[config.mk]
export PLATFORM = sky130hd
export DESIGN_NAME = snake_body_engine
export DESIGN_NICKNAME = d
export VERILOG_FILES = /design/src/rtl/snake_body_engine.sv
export SDC_FILE = /design/constraint.sdc
export NUM_CORES = 1
export LEC_CHECK = 0
export CORE_MARGIN = 2
export CORE_UTILIZATION = 25
export CTS_CLUSTER_DIAMETER = 30
export DETAILED_ROUTE_END_ITERATION = 7
export GPL_TIMING_DRIVEN = 1
export PLACE_DENSITY = 0.55
export SLEW_MARGIN = 15
export SYNTH_ARGS = -nofsm -noshare
export SYNTH_HDL_FRONTEND = slang
export SYNTH_SLANG_ARGS = --single-unit
[constraint.sdc]
create_clock -name in_clk -period 10.7 [get_ports in_clk]
set_input_delay 3.21 -clock in_clk [delete_from_list [all_inputs] [get_ports in_clk]]
set_output_delay 3.21 -clock in_clk [all_outputs]
set_load 0.05 [all_outputs]
[src/rtl/snake_body_engine.sv]
// Snake body engine: segment shift register, RUN/CHECK move FSM, growth and death control.
// Optional macro SNAKE_WRAP_EN: a head leaving the field re-enters on the opposite edge.
module snake_body_engine #(
    parameter int unsigned MAX_LEN = 16,
    parameter int unsigned STEP    = 10,
    parameter int unsigned FIELD_W = 640,
    parameter int unsigned FIELD_H = 480,
    parameter int unsigned START_X = 320,
    parameter int unsigned START_Y = 240
) (
    input  logic                  in_clk,
    input  logic                  in_rst,
    input  logic                  in_start,
    input  logic                  in_tick,
    input  logic [1:0]            in_dir,
    input  logic                  in_dir_valid,
    input  logic                  in_lethal,
    input  logic                  in_apple,
    output logic [MAX_LEN*10-1:0] out_snakeX,
    output logic [MAX_LEN*9-1:0]  out_snakeY,
    output logic [7:0]            out_snake_size,
    output logic [9:0]            out_headX,
    output logic [8:0]            out_headY,
    output logic                  out_ate,
    output logic                  out_running,
    output logic                  out_dead
);

    localparam int unsigned XW   = 10;
    localparam int unsigned YW   = 9;
    localparam int unsigned SW   = 8;
    localparam int unsigned XTOT = MAX_LEN * XW;
    localparam int unsigned YTOT = MAX_LEN * YW;

    localparam logic [XTOT-1:0]      RST_X  = XTOT'(START_X);
    localparam logic [YTOT-1:0]      RST_Y  = YTOT'(START_Y);
    localparam logic [SW-1:0]        LEN_MAX = SW'(MAX_LEN);
    localparam logic signed [XW:0]   X_MAX  = (XW+1)'(FIELD_W - STEP);
    localparam logic signed [YW:0]   Y_MAX  = (YW+1)'(FIELD_H - STEP);
    localparam logic signed [XW:0]   STEP_X = (XW+1)'(STEP);
    localparam logic signed [YW:0]   STEP_Y = (YW+1)'(STEP);

    localparam logic [1:0] DIR_UP    = 2'd0;
    localparam logic [1:0] DIR_RIGHT = 2'd1;
    localparam logic [1:0] DIR_DOWN  = 2'd2;

    typedef enum logic [1:0] {
        S_IDLE  = 2'd0,
        S_RUN   = 2'd1,
        S_CHECK = 2'd2,
        S_DEAD  = 2'd3
    } state_t;

    state_t           r_state;
    logic [XTOT-1:0]  r_snake_x;
    logic [YTOT-1:0]  r_snake_y;
    logic [SW-1:0]    r_size;
    logic [1:0]       r_dir;
    logic             r_grow_pend;
    logic             r_tick_pend;
    logic             r_ate;

    logic signed [XW:0] w_hx;
    logic signed [YW:0] w_hy;
    logic signed [XW:0] w_nx;
    logic signed [YW:0] w_ny;
    logic               w_oob;
    logic               w_die_oob;
    logic [XW-1:0]      w_new_x;
    logic [YW-1:0]      w_new_y;
    logic               w_rev;
    logic               w_dir_ok;
    logic               w_move;

    // Candidate head one step ahead, one bit wider so underflow shows as a negative value.
    always_comb begin
        w_hx = {1'b0, r_snake_x[XW-1:0]};
        w_hy = {1'b0, r_snake_y[YW-1:0]};
        w_nx = w_hx;
        w_ny = w_hy;
        case (r_dir)
            DIR_UP:    w_ny = w_hy - STEP_Y;
            DIR_RIGHT: w_nx = w_hx + STEP_X;
            DIR_DOWN:  w_ny = w_hy + STEP_Y;
            default:   w_nx = w_hx - STEP_X;
        endcase
        w_oob = w_nx[XW] || (w_nx > X_MAX) || w_ny[YW] || (w_ny > Y_MAX);
    end

`ifdef SNAKE_WRAP_EN
    // Re-enter on the opposite edge; the move always completes.
    always_comb begin
        w_die_oob = 1'b0;
        if (w_nx[XW])
            w_new_x = X_MAX[XW-1:0];
        else if (w_nx > X_MAX)
            w_new_x = '0;
        else
            w_new_x = w_nx[XW-1:0];
        if (w_ny[YW])
            w_new_y = Y_MAX[YW-1:0];
        else if (w_ny > Y_MAX)
            w_new_y = '0;
        else
            w_new_y = w_ny[YW-1:0];
    end
`else
    // Leaving the field is fatal; the move is abandoned.
    always_comb begin
        w_die_oob = w_oob;
        w_new_x   = w_nx[XW-1:0];
        w_new_y   = w_ny[YW-1:0];
    end
`endif

    // Opposite directions differ by exactly 2 in this encoding.
    assign w_rev    = ((in_dir ^ r_dir) == 2'd2);
    assign w_dir_ok = in_dir_valid && (!w_rev || (r_size == 8'd1));
    assign w_move   = in_tick || r_tick_pend;

    always_ff @(posedge in_clk or posedge in_rst) begin
        if (in_rst) begin
            r_state     <= S_IDLE;
            r_snake_x   <= RST_X;
            r_snake_y   <= RST_Y;
            r_size      <= 8'd1;
            r_dir       <= DIR_RIGHT;
            r_grow_pend <= 1'b0;
            r_tick_pend <= 1'b0;
            r_ate       <= 1'b0;
        end else begin
            r_ate <= 1'b0;
            case (r_state)
                S_IDLE: begin
                    if (in_start)
                        r_state <= S_RUN;
                end
                S_RUN: begin
                    if (w_dir_ok)
                        r_dir <= in_dir;
                    if (w_move) begin
                        r_tick_pend <= 1'b0;
                        if (w_die_oob) begin
                            r_state <= S_DEAD;
                        end else begin
                            r_snake_x <= {r_snake_x[XTOT-XW-1:0], w_new_x};
                            r_snake_y <= {r_snake_y[YTOT-YW-1:0], w_new_y};
                            if (r_grow_pend) begin
                                if (r_size < LEN_MAX)
                                    r_size <= r_size + 8'd1;
                                r_grow_pend <= 1'b0;
                            end
                            r_state <= S_CHECK;
                        end
                    end
                end
                S_CHECK: begin
                    if (w_dir_ok)
                        r_dir <= in_dir;
                    if (in_tick)
                        r_tick_pend <= 1'b1;
                    if (in_lethal) begin
                        r_state <= S_DEAD;
                    end else begin
                        if (in_apple) begin
                            r_ate       <= 1'b1;
                            r_grow_pend <= 1'b1;
                        end
                        r_state <= S_RUN;
                    end
                end
                S_DEAD: begin
                    // Restart reloads everything but lands directly in RUN.
                    if (in_start) begin
                        r_state     <= S_RUN;
                        r_snake_x   <= RST_X;
                        r_snake_y   <= RST_Y;
                        r_size      <= 8'd1;
                        r_dir       <= DIR_RIGHT;
                        r_grow_pend <= 1'b0;
                        r_tick_pend <= 1'b0;
                    end
                end
                default: r_state <= S_IDLE;
            endcase
        end
    end

    assign out_snakeX     = r_snake_x;
    assign out_snakeY     = r_snake_y;
    assign out_snake_size = r_size;
    assign out_headX      = r_snake_x[XW-1:0];
    assign out_headY      = r_snake_y[YW-1:0];
    assign out_ate        = r_ate;
    assign out_running    = (r_state == S_RUN) || (r_state == S_CHECK);
    assign out_dead       = (r_state == S_DEAD);

endmodule

==> results of run 1 <==
-- layout by cell type, fill, tap and decap left out, types with 7 or more instances in the layout --
master                              n
sky130_fd_sc_hd__bufinv_16         13
sky130_fd_sc_hd__xor2_1             8
sky130_fd_sc_hd__a21oi_1           19
sky130_fd_sc_hd__dfstp_2            8
sky130_fd_sc_hd__clkdlybuf4s50_1  308
sky130_fd_sc_hd__nand2b_1         103
sky130_fd_sc_hd__dfrtp_1          279
sky130_fd_sc_hd__clkinv_2          12
sky130_fd_sc_hd__o21ai_0          265
sky130_fd_sc_hd__clkbuf_16         81
sky130_fd_sc_hd__nand2_1          423
sky130_fd_sc_hd__o31ai_1            7
sky130_fd_sc_hd__inv_1             15
sky130_fd_sc_hd__nor2_1            32
sky130_fd_sc_hd__clkbuf_1          10
sky130_fd_sc_hd__ha_1              21
sky130_fd_sc_hd__clkbuf_8          15
sky130_fd_sc_hd__conb_1            34
-- logic make-up after synthesis --
group                      after synthesis
and+or+nand+nor                        594
AOI/OAI and AO/OA                      335
DFF                                    287
buffers and inverters                  157
adders and majority gates               24
xor gates and xnor gates                13
muxes                                    3
other                                    1
-- critical path, cell delays in order, from the launching register on --
cell                              delay (ns)
sky130_fd_sc_hd__dfrtp_1                0.46
sky130_fd_sc_hd__inv_1                  0.07
sky130_fd_sc_hd__ha_1                   0.35
sky130_fd_sc_hd__inv_1                  0.10
sky130_fd_sc_hd__clkdlybuf4s50_1        0.81
-- cell usage after synthesis, types with 4 or more instances --
library cell,count,share of area
sky130_fd_sc_hd__buf_4,51,0.030
sky130_fd_sc_hd__nor2b_1,4,0.0019
sky130_fd_sc_hd__nand2b_1,103,0.050
sky130_fd_sc_hd__nor2_1,32,0.0093
sky130_fd_sc_hd__nand2_1,423,0.12
sky130_fd_sc_hd__xor2_1,8,0.0054
sky130_fd_sc_hd__dfrtp_1,279,0.54
sky130_fd_sc_hd__o22a_1,6,0.0041
sky130_fd_sc_hd__o21ai_0,265,0.10
sky130_fd_sc_hd__o21ai_1,6,0.0023
sky130_fd_sc_hd__clkbuf_1,63,0.018
sky130_fd_sc_hd__o31ai_1,7,0.0041
sky130_fd_sc_hd__xnor2_1,5,0.0034
sky130_fd_sc_hd__dfstp_2,8,0.016
sky130_fd_sc_hd__nand3_1,5,0.0019
sky130_fd_sc_hd__inv_1,16,0.0047
sky130_fd_sc_hd__ha_1,22,0.021
sky130_fd_sc_hd__a22o_1,5,0.0034
sky130_fd_sc_hd__buf_2,23,0.0089
sky130_fd_sc_hd__a21oi_1,19,0.0074
-- stage by stage --
step / instances / utilization / hold WS (ns) / setup WS (ns) / area, um2
finish: 2446 / 0.374 / 0.476 / 5.11 / 19100
global route: 2446 / 0.374 / 0.496 / 4.99 / 19100
CTS: 2446 / 0.374 / 0.478 / 5.05 / 19100
detailed placement: 2303 / 0.319 / 0.469 / 4.73 / 16300
global placement: 2303 / 0.319 / 0.461 / 4.78 / 16300
floorplan: 1447 / - / 0.460 / 3.69 / 13000
-- per-layer routing --
metal / share of wire / vias up / global-route usage
met4: 0.026 / 0 / 0.0653
met5: 0 / - / 0
met2: 0.47 / 292 / 0.243
met3: 0.073 / 67 / 0.0477
met1: 0.43 / 5019 / 0.193
li1: - / 5184 / -
-- how the worst max path moves through the flow --
stage	depth (start not counted)	endpoint	start
global route	4	out_running	r_state[0]$_DFFE_PP0P_
detailed placement	8	out_snakeY[2]$_DFFE_PP0P_	in_start
finish	4	out_running	r_state[0]$_DFFE_PP0P_
CTS	4	out_running	r_state[0]$_DFFE_PP0P_
global placement	8	out_snakeY[3]$_DFFE_PP0P_	in_tick
floorplan	1	out_ate$_DFF_PP0_	in_rst
-- state kept, by name, indices dropped and copies added, names as in the netlist --
register        count
out_snake_size      8
out_ate             1
out_snakeX        144
r_state             2
r_dir               2
r_tick_pend         1
r_grow_pend         1
out_snakeY        128
-- area by class of cell --
cell class | count | share of cell area
flip-flops and latches | 287 | 0.376
inverters | 17 | 0.00366
clock inverters | 37 | 0.0295
multi-input cells | 1003 | 0.263
clock buffers | 106 | 0.119
repair buffers | 316 | 0.165
well taps | 680 | 0.0444
==> flow_summary.toml, run 1 <==
[final_layout]
final.fill_count = 5101
layout-drive-gt1-share = 0.0912
regArea_mm2 = 0.00719
multi_input_comb_area_mm2 = 0.00503
areaGrowthSynthToFinish_pct = 48.4
finalNetCount = 1735
antenna-diode-count = 0

[routing]
via_count = 10600
post-route-drc-count = 0
route.detailed.wl_per_inst_um = 16.8
avgViaCountPerCell = 4.32
detailedRoute.firstPassIterationCount = 4
detail_route.iter0.violations = 739
wirelength_routed_mm = 41.1
drt.antenna.violating_nets = 0

[sta]
rsz0062_at_grt = "no"
timing_hold_violations_final = 0
timing.final.setup_violations = 0
worst-slew-pin-transition_ns = 1.12
max_slew_margin = 0.253
layout_min_cycle_time_ns = 5.59
finalSetupTns_ns = 0
maxSlewViolCount = 0
clock.fmax_mhz = 179
fin_skew_ns = 0.0235
period_utilisation_layout = 0.522

[cts]
clock_transition_at_the_registers_of_the_reported_paths_ns = 0.04
cts_max_level = 3
cts.repair.resized = 0
cts_setup_buffers = 0
later_pin_clock_latency_in_the_skew_report_ns = 0.58
cts_tree = "done"
cts.sinks = 287
cts_root_buf = "sky130_fd_sc_hd__clkbuf_16"
numCtsBuffers = 77
max-clock-path-buffers = 3
cts_hold_buffers_added = 0

[global_routing]
first_global_vias = 10500
groute.usage.overall = 0.153
grt_antenna_before_repair = 0
grt_pass1_wl_mm = 63.3
largest_net_degree_at_the_start_of_global_routing = 262
overflow = 0

[worst_hold_path]
hold_end = "out_snakeY[143]$_DFFE_PP0P_"
hold_path_cells = 2
worst_hold_path_type = "reg2reg"
hp-start = "out_snakeY[143]$_DFFE_PP0P_"

[floorplanning]
placement_rows = 83
die_w_um = 231
dieHeight_um = 231
die-area_mm2 = 0.0535
start_util = 0.252
design.core.area_mm2 = 0.0512
io_pins = 343

[worst_setup_path]
r2r_slack_ns = 6.00
critical_path_peak_fanout = 5
worst-setup-path-type = "reg2out"
worst-endpoint-arrival_ns = 2.38
timing.rr.start = "r_dir[0]$_DFFE_PP1P_"
nature_of_the_critical_path_startpoint = "flip-flop"
critPathRequiredTime_ns = 7.49
cp-end-kind = "output port"
timing.rr.end = "out_snakeX[31]$_DFFE_PP0P_"
worst_r2r_path_depth = 11

[yosys]
netlist_area_mm2 = 0.0129
synthAdderAreaFrac = 0.0244
synth-compound-area-share = 0.142
synth-edff-count = 0
mux_contribution_to_synthesized_area = 0.00233
yosys_most_used_dff = "sky130_fd_sc_hd__dfrtp_1"
post_synth_and_or_nand_nor_area_fraction = 0.201
dominant_combinational_cell_family_by_area_after_synthesis = "simple AND/OR/NAND/NOR gates"
synth_warnings = 0
synthCells = 1414
ys_ff_latch = 287
post_synth_xor_area_fraction = 0.00882
ys_seq_area_frac = 0.557
synth.lib_cells_used.distinct = 62
syn-mean-instance-area_um2 = 9.13
synthArstFlopShare = 1.00

[outcome]
outcome = "finished, final reports clean"

[placement]
global_placer_s_final_weighted_congestion = 0.836
portBuffers = 308
detailedPlacementHpwl_mm = 28.1

[flow_run]
number_of_max_cap_violations = 0
Power of run 1 is not shown: default switching activity piles up to over one toggle a cycle in this logic, so the estimate is an artifact.
==> inputs of run 2 (changes only) <==
--- a/config.mk
+++ b/config.mk
@@ -10,7 +10,7 @@
 export CTS_CLUSTER_DIAMETER = 30
 export DETAILED_ROUTE_END_ITERATION = 7
 export GPL_TIMING_DRIVEN = 1
-export PLACE_DENSITY = 0.55
+export PLACE_DENSITY = 0.54
 export SLEW_MARGIN = 15
 export SYNTH_ARGS = -nofsm -noshare
 export SYNTH_HDL_FRONTEND = slang
==> constraint.sdc (replaced) <==
create_clock -name in_clk -period 5.3 [get_ports in_clk]
set_input_delay 1.59 -clock in_clk [delete_from_list [all_inputs] [get_ports in_clk]]
set_output_delay 1.59 -clock in_clk [all_outputs]
set_load 0.05 [all_outputs]
==> run 2 against run 1 <==
  * Clock-buffer cell count is 8 higher
  * Clock skew decreased by 0.0025 ns
  * Critical endpoint is now out_snakeX[43]$_DFFE_PP0P_
  * Cell area is 0.21% lower
  * Setup slack worse by 4.2 ns
  * Die area is the same
  * Register-to-register slack got worse by 5.1 ns
  * Global-route usage is 0.14 points higher
  * Flip-flop and latch count stayed put
  * Final cell count about the same
  * First-iteration DRC count shrank 15%
  * Via count decreased by 0.46%
  * Non-clock buffer count increased by 5
==> flow_summary.toml, run 2 (synthesized netlist as in run 1, its figures left out) <==
[outcome]
outcome = "finished, final reports clean"

[final_layout]
post-route-util = 0.373
mostFrequentLayoutCell = "sky130_fd_sc_hd__nand2_1"
areaGrowthSynthToFinish_pct = 48.1
layout-drive-gt1-share = 0.0883
most-common-layout-cells = "423 x sky130_fd_sc_hd__nand2_1, 308 x sky130_fd_sc_hd__clkdlybuf4s50_1, 279 x sky130_fd_sc_hd__dfrtp_1"
finalNetCount = 1740
largest_reg_flops = 144

[worst_setup_path]
critPathRequiredTime_ns = 5.72
cp-end-kind = "flip-flop"
worst-setup-path-type = "reg2reg"
worst-endpoint-arrival_ns = 4.83
r2r_slack_ns = 0.88
critical_path_peak_fanout = 133
nature_of_the_critical_path_startpoint = "flip-flop"

[cts]
cts.sinks = 287
cts_max_level = 3
cts_hold_buffers_added = 0
clock_transition_at_the_registers_of_the_reported_paths_ns = 0.04
cts_setup_buffers = 0
max-clock-path-buffers = 3
later_pin_clock_latency_in_the_skew_report_ns = 0.57
cts.repair.resized = 0
numCtsBuffers = 77
cts_root_buf = "sky130_fd_sc_hd__clkbuf_16"
cts_tree = "done"

[global_routing]
groute.usage.overall = 0.155
grt_pass1_wl_mm = 63.8
largest_net_degree_at_the_start_of_global_routing = 134
overflow = 0
grt_antenna_before_repair = 0
first_global_vias = 10700

[placement]
global_placer_s_final_weighted_congestion = 0.831
placement.setup.worst_slack_ns = 0.987
detailedPlacementHpwl_mm = 28.5
portBuffers = 308

[sta]
holdWs_ns = 0.472
max_slew_margin = 0.283
layout_min_cycle_time_ns = 4.42
maxSlewViolCount = 0
timing_hold_violations_final = 0
timing.final.setup_violations = 0
clock.fmax_mhz = 226
worst-slew-pin-transition_ns = 1.07
period_utilisation_layout = 0.833
rsz0062_at_grt = "no"
fin_skew_ns = 0.0210
setup_slack_ns = 0.883
finalSetupTns_ns = 0

[floorplanning]
die-area_mm2 = 0.0535
dieHeight_um = 231
die_w_um = 231
placement_rows = 83
start_util = 0.252
io_pins = 343
design.core.area_mm2 = 0.0512

[flow_run]
number_of_max_cap_violations = 0

[worst_hold_path]
worst_hold_path_type = "reg2reg"

[routing]
via_count = 10500
drt.antenna.violating_nets = 0
detail_route.iter0.violations = 625
route.detailed.wl_per_inst_um = 16.8
post-route-drc-count = 0
avgViaCountPerCell = 4.30
wirelength_routed_mm = 41.1
detailedRoute.firstPassIterationCount = 5
-- run 2: cell types whose count changed in the layout (fill, tap and decap cells not counted), sizes merged --
cell      delta
clkbuf       +8
clkinv       -8
buf          +5
bufinv       -3
clkinvlp     -2
diode        +1
-- run 2: final timing paths --
| check | cells past startpoint | from | endpoint |
|---|---|---|---|
| setup / recovery | 11 | r_dir[0]$_DFFE_PP1P_ | out_snakeX[43]$_DFFE_PP0P_ |
| hold / removal | 2 | out_snakeY[139]$_DFFE_PP0P_ | out_snakeY[139]$_DFFE_PP0P_ |
| setup reg to reg | 11 | r_dir[0]$_DFFE_PP1P_ | out_snakeX[43]$_DFFE_PP0P_ |
| hold reg to reg | 2 | out_snakeY[139]$_DFFE_PP0P_ | out_snakeY[139]$_DFFE_PP0P_ |
| max in group asynchronous | 3 | in_rst | out_snakeY[15]$_DFFE_PP0P_ |
| min in group asynchronous | 2 | in_rst | out_snakeY[110]$_DFFE_PP0P_ |
-- run 2: layout make-up --
| cell class | count | area [um2] |
|---|---|---|
| fill | 5145 | 32100 |
| sequential | 287 | 7190 |
| multi-input combinational | 1003 | 5030 |
| timing repair buffer | 321 | 3270 |
| clock buffer | 114 | 2310 |
| tap | 680 | 851 |
| clock inverter | 24 | 382 |
| inverter | 17 | 72.6 |
| antenna | 1 | 2.50 |
-- run 2: critical path: stages (launching register included) --
cell and delay [ns]:
sky130_fd_sc_hd__dfstp_2 0.77, sky130_fd_sc_hd__nand2b_1 0.35, sky130_fd_sc_hd__ha_1 0.49, sky130_fd_sc_hd__o21a_1 0.16
sky130_fd_sc_hd__o21ai_0 0.10, sky130_fd_sc_hd__o21bai_1 0.20, sky130_fd_sc_hd__o311ai_0 0.49, sky130_fd_sc_hd__o311ai_1 0.22
sky130_fd_sc_hd__nand3_2 0.16, sky130_fd_sc_hd__o21a_4 0.62, sky130_fd_sc_hd__buf_12 0.46, sky130_fd_sc_hd__o21ai_0 0.17
-- run 2: per-stage QoR --
stage	cell area (um2)	cells
floorplan	13000	1447
detailed placement	16400	2308
global placement	16400	2308
global route	19100	2446
CTS	19100	2446
finish	19100	2447
-- run 2: per-layer routing --
layer	up-vias	global-route usage	routed length (um)
met5	-	0	0
met4	0	0.0685	1120
met3	62	0.0436	2740
met2	299	0.251	19800
met1	4970	0.191	17500
li1	5182	-	-
Power of run 2 is left out for the same reason.
